--- config.mk ---
export PLATFORM = sky130hd
export DESIGN_NAME = init_mem_multi
export DESIGN_NICKNAME = d
export VERILOG_FILES = /design/src/rtl/init_mem_multi.sv
export SDC_FILE = /design/constraint.sdc
export NUM_CORES = 1
export LEC_CHECK = 0
export BUFFER_PORTS_ARGS = -buffer_cell sky130_fd_sc_hd__buf_2
export CAP_MARGIN = 20
export CELL_PAD_IN_SITES_DETAIL_PLACEMENT = 1
export CELL_PAD_IN_SITES_GLOBAL_PLACEMENT = 1
export CORE_ASPECT_RATIO = 0.7
export CORE_UTILIZATION = 30
export DETAILED_ROUTE_END_ITERATION = 6
export PLACE_DENSITY_LB_ADDON = 0.3
export SLEW_MARGIN = 10
export SYNTH_ARGS = -nofsm -noshare
export SYNTH_HDL_FRONTEND = slang
export SYNTH_SLANG_ARGS = --single-unit
--- constraint.sdc ---
create_clock -name clk -period 2.15 [get_ports clk]
set_input_delay 0 -clock clk [delete_from_list [all_inputs] [get_ports clk]]
set_output_delay 0 -clock clk [all_outputs]
set_load 0.01 [all_outputs]
--- src/rtl/init_mem_multi.sv ---
// Single-port RAM initialiser: fills addresses 0..DEPTH-1 with an identity,
// constant or descending pattern. Optional read-back check under INIT_MEM_VERIFY_EN.
module init_mem_multi #(
    parameter int ADDR_W = 8,
    parameter int DATA_W = 8,
    parameter int DEPTH  = 256
) (
    input  logic              clk,
    input  logic              reset,
    input  logic              start,
    input  logic [1:0]        mode,
    input  logic [DATA_W-1:0] fill_value,
`ifdef INIT_MEM_VERIFY_EN
    input  logic [DATA_W-1:0] ram_q,
    output logic              verify_error,
    output logic [ADDR_W-1:0] err_addr,
`endif
    output logic [ADDR_W-1:0] ram_address,
    output logic [DATA_W-1:0] ram_data,
    output logic              ram_wren,
    output logic              busy,
    output logic              done_initializing,
    output logic [1:0]        state_dbg
);

    localparam int PW = ((ADDR_W > DATA_W) ? ADDR_W : DATA_W) + 1;
    localparam int unsigned LAST_I = DEPTH - 1;
    localparam logic [ADDR_W-1:0] LAST_A = ADDR_W'(LAST_I);

    localparam logic [1:0] S_IDLE  = 2'd0;
    localparam logic [1:0] S_WRITE = 2'd1;
    localparam logic [1:0] S_DONE  = 2'd2;
`ifdef INIT_MEM_VERIFY_EN
    localparam logic [1:0] S_VERIFY = 2'd3;
`endif

    logic [1:0]        state_q, state_d;
    logic [ADDR_W-1:0] addr_q, addr_d;
    logic [DATA_W-1:0] data_q, data_d;
    logic              wren_q, wren_d;
    logic              busy_q, busy_d;
    logic              done_q, done_d;
    logic [1:0]        mode_q, mode_d;
    logic [DATA_W-1:0] fill_q, fill_d;
`ifdef INIT_MEM_VERIFY_EN
    logic [ADDR_W-1:0] chk_addr_q, chk_addr_d;
    logic              chk_vld_q, chk_vld_d;
    logic              sweep_done_q, sweep_done_d;
    logic              verr_q, verr_d;
    logic [ADDR_W-1:0] eaddr_q, eaddr_d;
`endif

    function automatic logic [DATA_W-1:0] pattern(input logic [1:0] m,
                                                  input logic [DATA_W-1:0] f,
                                                  input logic [ADDR_W-1:0] a);
        logic [PW-1:0] wide_a;
        logic [PW-1:0] desc;
        wide_a = PW'(a);
        desc   = PW'(LAST_I) - wide_a;
        case (m)
            2'd1:    pattern = f;
            2'd2:    pattern = desc[DATA_W-1:0];
            default: pattern = wide_a[DATA_W-1:0];
        endcase
    endfunction

    // Handshake: start is accepted on any edge where it is high in IDLE or DONE;
    // busy follows from the next cycle, and done_initializing is a level that
    // stays high until the next accepted start. start is ignored while busy.
    always_comb begin
        state_d = state_q;
        addr_d  = addr_q;
        data_d  = data_q;
        wren_d  = wren_q;
        busy_d  = busy_q;
        done_d  = done_q;
        mode_d  = mode_q;
        fill_d  = fill_q;
`ifdef INIT_MEM_VERIFY_EN
        chk_addr_d   = chk_addr_q;
        chk_vld_d    = chk_vld_q;
        sweep_done_d = sweep_done_q;
        verr_d       = verr_q;
        eaddr_d      = eaddr_q;
`endif
        case (state_q)
            S_IDLE, S_DONE: begin
                if (start) begin
                    mode_d  = mode;
                    fill_d  = fill_value;
                    done_d  = 1'b0;
                    busy_d  = 1'b1;
                    addr_d  = '0;
                    wren_d  = 1'b1;
                    data_d  = pattern(mode, fill_value, '0);
                    state_d = S_WRITE;
`ifdef INIT_MEM_VERIFY_EN
                    chk_vld_d    = 1'b0;
                    sweep_done_d = 1'b0;
                    verr_d       = 1'b0;
                    eaddr_d      = '0;
`endif
                end
            end
            S_WRITE: begin
                if (addr_q == LAST_A) begin
                    wren_d = 1'b0;
                    addr_d = '0;
`ifdef INIT_MEM_VERIFY_EN
                    state_d = S_VERIFY;
`else
                    state_d = S_DONE;
                    busy_d  = 1'b0;
                    done_d  = 1'b1;
`endif
                end else begin
                    addr_d = addr_q + 1'b1;
                    data_d = pattern(mode_q, fill_q, addr_q + 1'b1);
                end
            end
`ifdef INIT_MEM_VERIFY_EN
            S_VERIFY: begin
                // ram_q now holds the word for the address issued one cycle earlier.
                if (chk_vld_q && !verr_q &&
                    (ram_q != pattern(mode_q, fill_q, chk_addr_q))) begin
                    verr_d  = 1'b1;
                    eaddr_d = chk_addr_q;
                end
                if (sweep_done_q) begin
                    chk_vld_d = 1'b0;
                    state_d   = S_DONE;
                    busy_d    = 1'b0;
                    done_d    = 1'b1;
                end else begin
                    chk_addr_d = addr_q;
                    chk_vld_d  = 1'b1;
                    if (addr_q == LAST_A) begin
                        sweep_done_d = 1'b1;
                        addr_d       = '0;
                    end else begin
                        addr_d = addr_q + 1'b1;
                    end
                end
            end
`endif
            default: state_d = S_IDLE;
        endcase
    end

    always_ff @(posedge clk or negedge reset) begin
        if (!reset) begin
            state_q <= S_IDLE;
            addr_q  <= '0;
            data_q  <= '0;
            wren_q  <= 1'b0;
            busy_q  <= 1'b0;
            done_q  <= 1'b0;
            mode_q  <= '0;
            fill_q  <= '0;
`ifdef INIT_MEM_VERIFY_EN
            chk_addr_q   <= '0;
            chk_vld_q    <= 1'b0;
            sweep_done_q <= 1'b0;
            verr_q       <= 1'b0;
            eaddr_q      <= '0;
`endif
        end else begin
            state_q <= state_d;
            addr_q  <= addr_d;
            data_q  <= data_d;
            wren_q  <= wren_d;
            busy_q  <= busy_d;
            done_q  <= done_d;
            mode_q  <= mode_d;
            fill_q  <= fill_d;
`ifdef INIT_MEM_VERIFY_EN
            chk_addr_q   <= chk_addr_d;
            chk_vld_q    <= chk_vld_d;
            sweep_done_q <= sweep_done_d;
            verr_q       <= verr_d;
            eaddr_q      <= eaddr_d;
`endif
        end
    end

    assign ram_address       = addr_q;
    assign ram_data          = data_q;
    assign ram_wren          = wren_q;
    assign busy              = busy_q;
    assign done_initializing = done_q;
    assign state_dbg         = state_q;
`ifdef INIT_MEM_VERIFY_EN
    assign verify_error = verr_q;
    assign err_addr     = eaddr_q;
`endif

endmodule

After elaboration in Yosys (flattened, before gate mapping)
Cells that the tools add are included.
{ "word_totals": {"ff_bits": 30, "in_bits": 13, "output_inout_bits": 21, "wordCells": 44} }
{ "classes": {"add_sub_neg": 2, "n_eq_ne": 10, "muxes": 17, "n_reduce_logical": 8} }
{ "ops": {"columns": ["cell", "n"], "rows": [
  ["$pmux 8 s2", 4],
  ["$mux 8", 4],
  ["$add 8x1->8 const B", 1],
  ["$eq 8x8->1 const B", 1],
  ["$sub 8x8->8 const A", 1],
  ["$eq 2x1->1 const B", 3],
  ["$eq 2x2->1 const B", 3],
  ["$ne 2x2->1 const B", 3],
  ["$reduce_and 2->1", 3],
  ["$reduce_and 3->1", 2],
  ["$mux 1", 4],
  ["$mux 2", 2],
  ["$pmux 1 s2", 2],
  ["$pmux 2 s2", 1],
  ["$logic_not 2->1", 1],
  ["$reduce_bool 2->1", 1],
  ["$reduce_or 2->1", 1]
]} }

Longest topological paths before layout
{ "logic_depth": {"depth_word": 5, "mapped_depth": 8} }

Worst setup path before layout
No wires, ideal clock.
{ "synth_timing": {"path_type": "reg-to-reg", "start": "reg addr_q[0], in the netlist ram_address[0]", "end": "reg data_q[4], in the netlist ram_data[4]", "arrival_time_ns": 1.524, "required_time_ns": 2.029, "path_slack_ns": 0.505, "path_stages_with_launch": 7, "synth_period_minus_slack_ns": 1.645, "path_cell_list": "dfrtp_1 -> ha_1 -> nand3_1 -> o21ai_0 -> nand2_1 -> buf_2 -> o22a_1"} }
{ "synth_between": {"elab_chain_cells": 5, "elab_cells_between_ends": 8, "cone_classes": "add/sub (2); eq/ne (2); mux (3); reduce/logical (1)"} }
{ "synth_lines": {"columns": ["item", "line_no", "rtl"], "rows": [
  ["start, declared", "38", "logic [ADDR_W-1:0] addr_q, addr_d;"],
  ["start signal, assigned", "169", "addr_q <= addr_d;"],
  ["$add 8x1->8", "118", "data_d = pattern(mode_q, fill_q, addr_q + 1'b1);"],
  ["$sub 8x8->8", "59", "desc = PW'(LAST_I) - wide_a;"],
  ["$pmux 8 s2", "60", "case (m)"],
  ["$mux 8", "106", "if (addr_q == LAST_A) begin"],
  ["$pmux 8 s2", "86", "case (state_q)"],
  ["end signal, assigned", "170", "data_q <= data_d;"],
  ["end, declared", "39", "logic [DATA_W-1:0] data_q, data_d;"]
]} }
Parallel ways exist; a longest one is shown, timed or not. The select of a mux whose other input is x is not followed.
A chain may end at the register's enable or synchronous reset.

Final worst setup path
{ "layout_timing": {"start": "reg addr_q[1], in the netlist ram_address[1]", "end": "reg data_q[5], in the netlist ram_data[5]"} }
Same word-level chain as after synthesis.

==> reports/results.ini <==
[timing]
fin_tns_setup_ns = 0
setup_violations = 0
rsz0062_at_grt = no
tightest_slew_ns = 0.7104
max_freq_mhz = 552.5
slew_headroom_pct = 52.64
setup_slack_ns = 0.3399
clock_skew_ns = 0.006022
post-route-period-util_pct = 84.19
finalHoldViolCount = 0
layout_min_cycle_time_ns = 1.810
slew_viol_final = 0

[floorplan]
coreArea_sq_um = 5230
die_area_sq_um = 5721
initial_utilization_pct = 31.08
dieHeight_microns = 63.58
ios = 34
fp.dieW_microns = 89.98
num_rows = 22

[global_routing]
track_usage_pct = 18.47
grt_pass1_vias = 1584
grt_overflow = 0
grt_pass1_wl_microns = 8031
antenna_found_initial = 0
grt_max_degree = 31

[pwr]
p_int_w = 0.001618
power_frac_clock_pct = 17.5
vdd_drop_max_mv = 0.6374
p_per_area_nw_per_um2 = 1325
swShare_pct = 40.88
comb_power_share_pct = 46.4
power_frac_seq_pct = 36.1
leakage_nw = 0.9472
switching_power_w = 0.001119
p_total_w = 0.002736

[final_layout]
multi_input_comb_area_sq_um = 794.5
antennaDiodeCount = 0
layout-drive-gt1-share_pct = 21.79
final_cell_mix = nand2_1, buf_2, dfrtp_1, o21ai_0, a21oi_1
register_area_sq_um = 750.7
final_common_cell = nand2_1
finalNetCount = 251
fillCellCount = 637
final_util_pct = 39.50
syn_to_final_growth_pct = 27.10

[synth]
ys_ff_latch = 30
syn_avg_cell_area_sq_um = 8.509
yosys_warnings = 0
synth-edff-count = 0
synth_cells = 191
seq_area_frac_synth_pct = 46.19
yosysUniqueCellTypes = 33
synth_nets = 209
synth_ff_type = dfrtp_1
async_flop_share_pct = 100.0
synth_area_sq_um = 1625

[setup_path]
critPathRequiredTime_ns = 2.31
critical_path_class = register to register
r2r_end = ram_data[5]
cp.arrival_ns = 1.97
reg2reg_slack_ns = 0.34
r2r_cells = 6
cp-end-kind = register
start_kind = register
worstReg2RegStart = ram_address[1]
cp_max_fo = 14

[cts]
worstSkewPairLatency_ns = 0.29
clock-sinks = 30
cts-root-buf = clkbuf_8
post_cts_buffers = 0
htree_levels = 2
cts.path.max_buffers = 2
cts-buffers-inserted = 5
cts_tree = built
clk_pin_slew_worst_paths_ns = 0.07

[route]
num_vias = 1519
wl_per_cell_microns = 15.25
postRouteAntennaNets = 0
viasPerCell = 4.964
first_pass_iters = 4
drc = 0
wl_microns = 4668
drtIter0Drc = 77

[run]
drv_cap = 0

[placed_design]
hpwl_microns = 3388
post-place-ws_ns = 0.2402
gp_congestion = 0.7117
port_buffers = 33

[min_path]
whs_endpoint = state_dbg[1]
hp-class = primary input to register
min_from = start
min_path_cells = 3

[run_status]
status = finished clean

==> state kept, by name, summed over array words and instances, names as in the netlist <==
name               count
ram_address            8
ram_data               8
busy                   1
done_initializing      1
mode_q                 2
fill_q                 8
state_dbg              2
==> per-stage QoR <==
step / instance area, sq um / hold slack (ns) / std cells
floorplan: 1625 / -0.2956 / 191
detailed placement: 1862 / 0.09252 / 287
global placement: 1862 / 0.09339 / 287
finish: 2066 / 0.1309 / 306
CTS: 2063 / 0.1229 / 306
global route: 2066 / 0.1557 / 306
==> power by group through the flow <==
| stage | logic, W | registers [W] | clock network [W] |
|---|---|---|---|
| final | 0.00127 | 0.000987 | 0.000480 |
| after global routing | 0.00147 | 0.00102 | 0.000522 |
| after floorplan | 0.000823 | 0.00102 | 0 |
| after detailed placement | 0.00126 | 0.000999 | 0 |
| after global placement | 0.00124 | 0.000988 | 0 |
| after CTS | 0.00128 | 0.000990 | 0.000495 |
==> kinds of logic (layout without fill, tap and decap cells) <==
group           after synthesis  in the layout  share of synthesized area [%]
compound gates               60             60                          22.40
xor+xnor                      5              5                          2.695
fa+ha+maj                     5              5                          3.849
buf+inv                      20             63                          5.081
flops                        30             30                          46.19
simple gates                 71             71                          19.79
==> cell usage after synthesis (all sizes together), types with 4 or more instances <==
| cell type | n | area, sq um |
|---|---|---|
| a21oi | 20 | 100.1 |
| nand2 | 37 | 138.9 |
| o31ai | 4 | 30.03 |
| clkbuf | 11 | 41.29 |
| ha | 5 | 62.56 |
| nor2 | 14 | 55.06 |
| nand3 | 4 | 25.02 |
| buf | 4 | 22.52 |
| o21ai | 20 | 100.1 |
| dfrtp | 30 | 750.7 |
| inv | 5 | 18.77 |
| nor3 | 5 | 25.02 |
| a221oi | 6 | 52.55 |
==> critical path: stages (launching register included) <==
cell	delay, ns
dfrtp_1	0.41
ha_1	0.31
nand3_1	0.12
o21ai_0	0.29
nand2_2	0.25
o21ai_0	0.23
o31ai_1	0.08
==> layer usage <==
metal | GRT usage [%] | part of all wire, %
met1 | 25.20 | 50
met2 | 28.27 | 45
met3 | 4.106 | 3.6
met4 | 7.661 | 1.5
met5 | 0 | 0
==> how the worst max path moves through the flow <==
stage	start	endpoint	slack, ns	cells past startpoint
after floorplan	ram_address[0]	ram_data[4]	0.51	6
after global placement	ram_address[1]	ram_data[5]	0.36	6
after detailed placement	ram_address[1]	ram_data[5]	0.24	6
after CTS	ram_address[1]	ram_data[5]	0.23	6
after global routing	ram_address[1]	ram_data[5]	0.11	6
final	ram_address[1]	ram_data[5]	0.34	6
==> repair_timing <==
| item | 4_1_cts | 5_1_grt |
|---|---|---|
| hold buffers | 11 | 0 |
| endpoints found under the hold margin | 40 | 0 |
| endpoints found under the setup margin | 0 | 1 |
| resized for setup | 0 | 1 |
==> layout make-up <==
class | count | share of cell area [%]
tap | 72 | 4.361
clock inverter | 1 | 0.2423
timing repair buffer | 50 | 15.51
inverter | 5 | 0.9085
multi-input combinational | 141 | 38.46
sequential | 30 | 36.34
clock buffer | 7 | 4.179
Note: power is estimated with default switching activity, not from simulation.
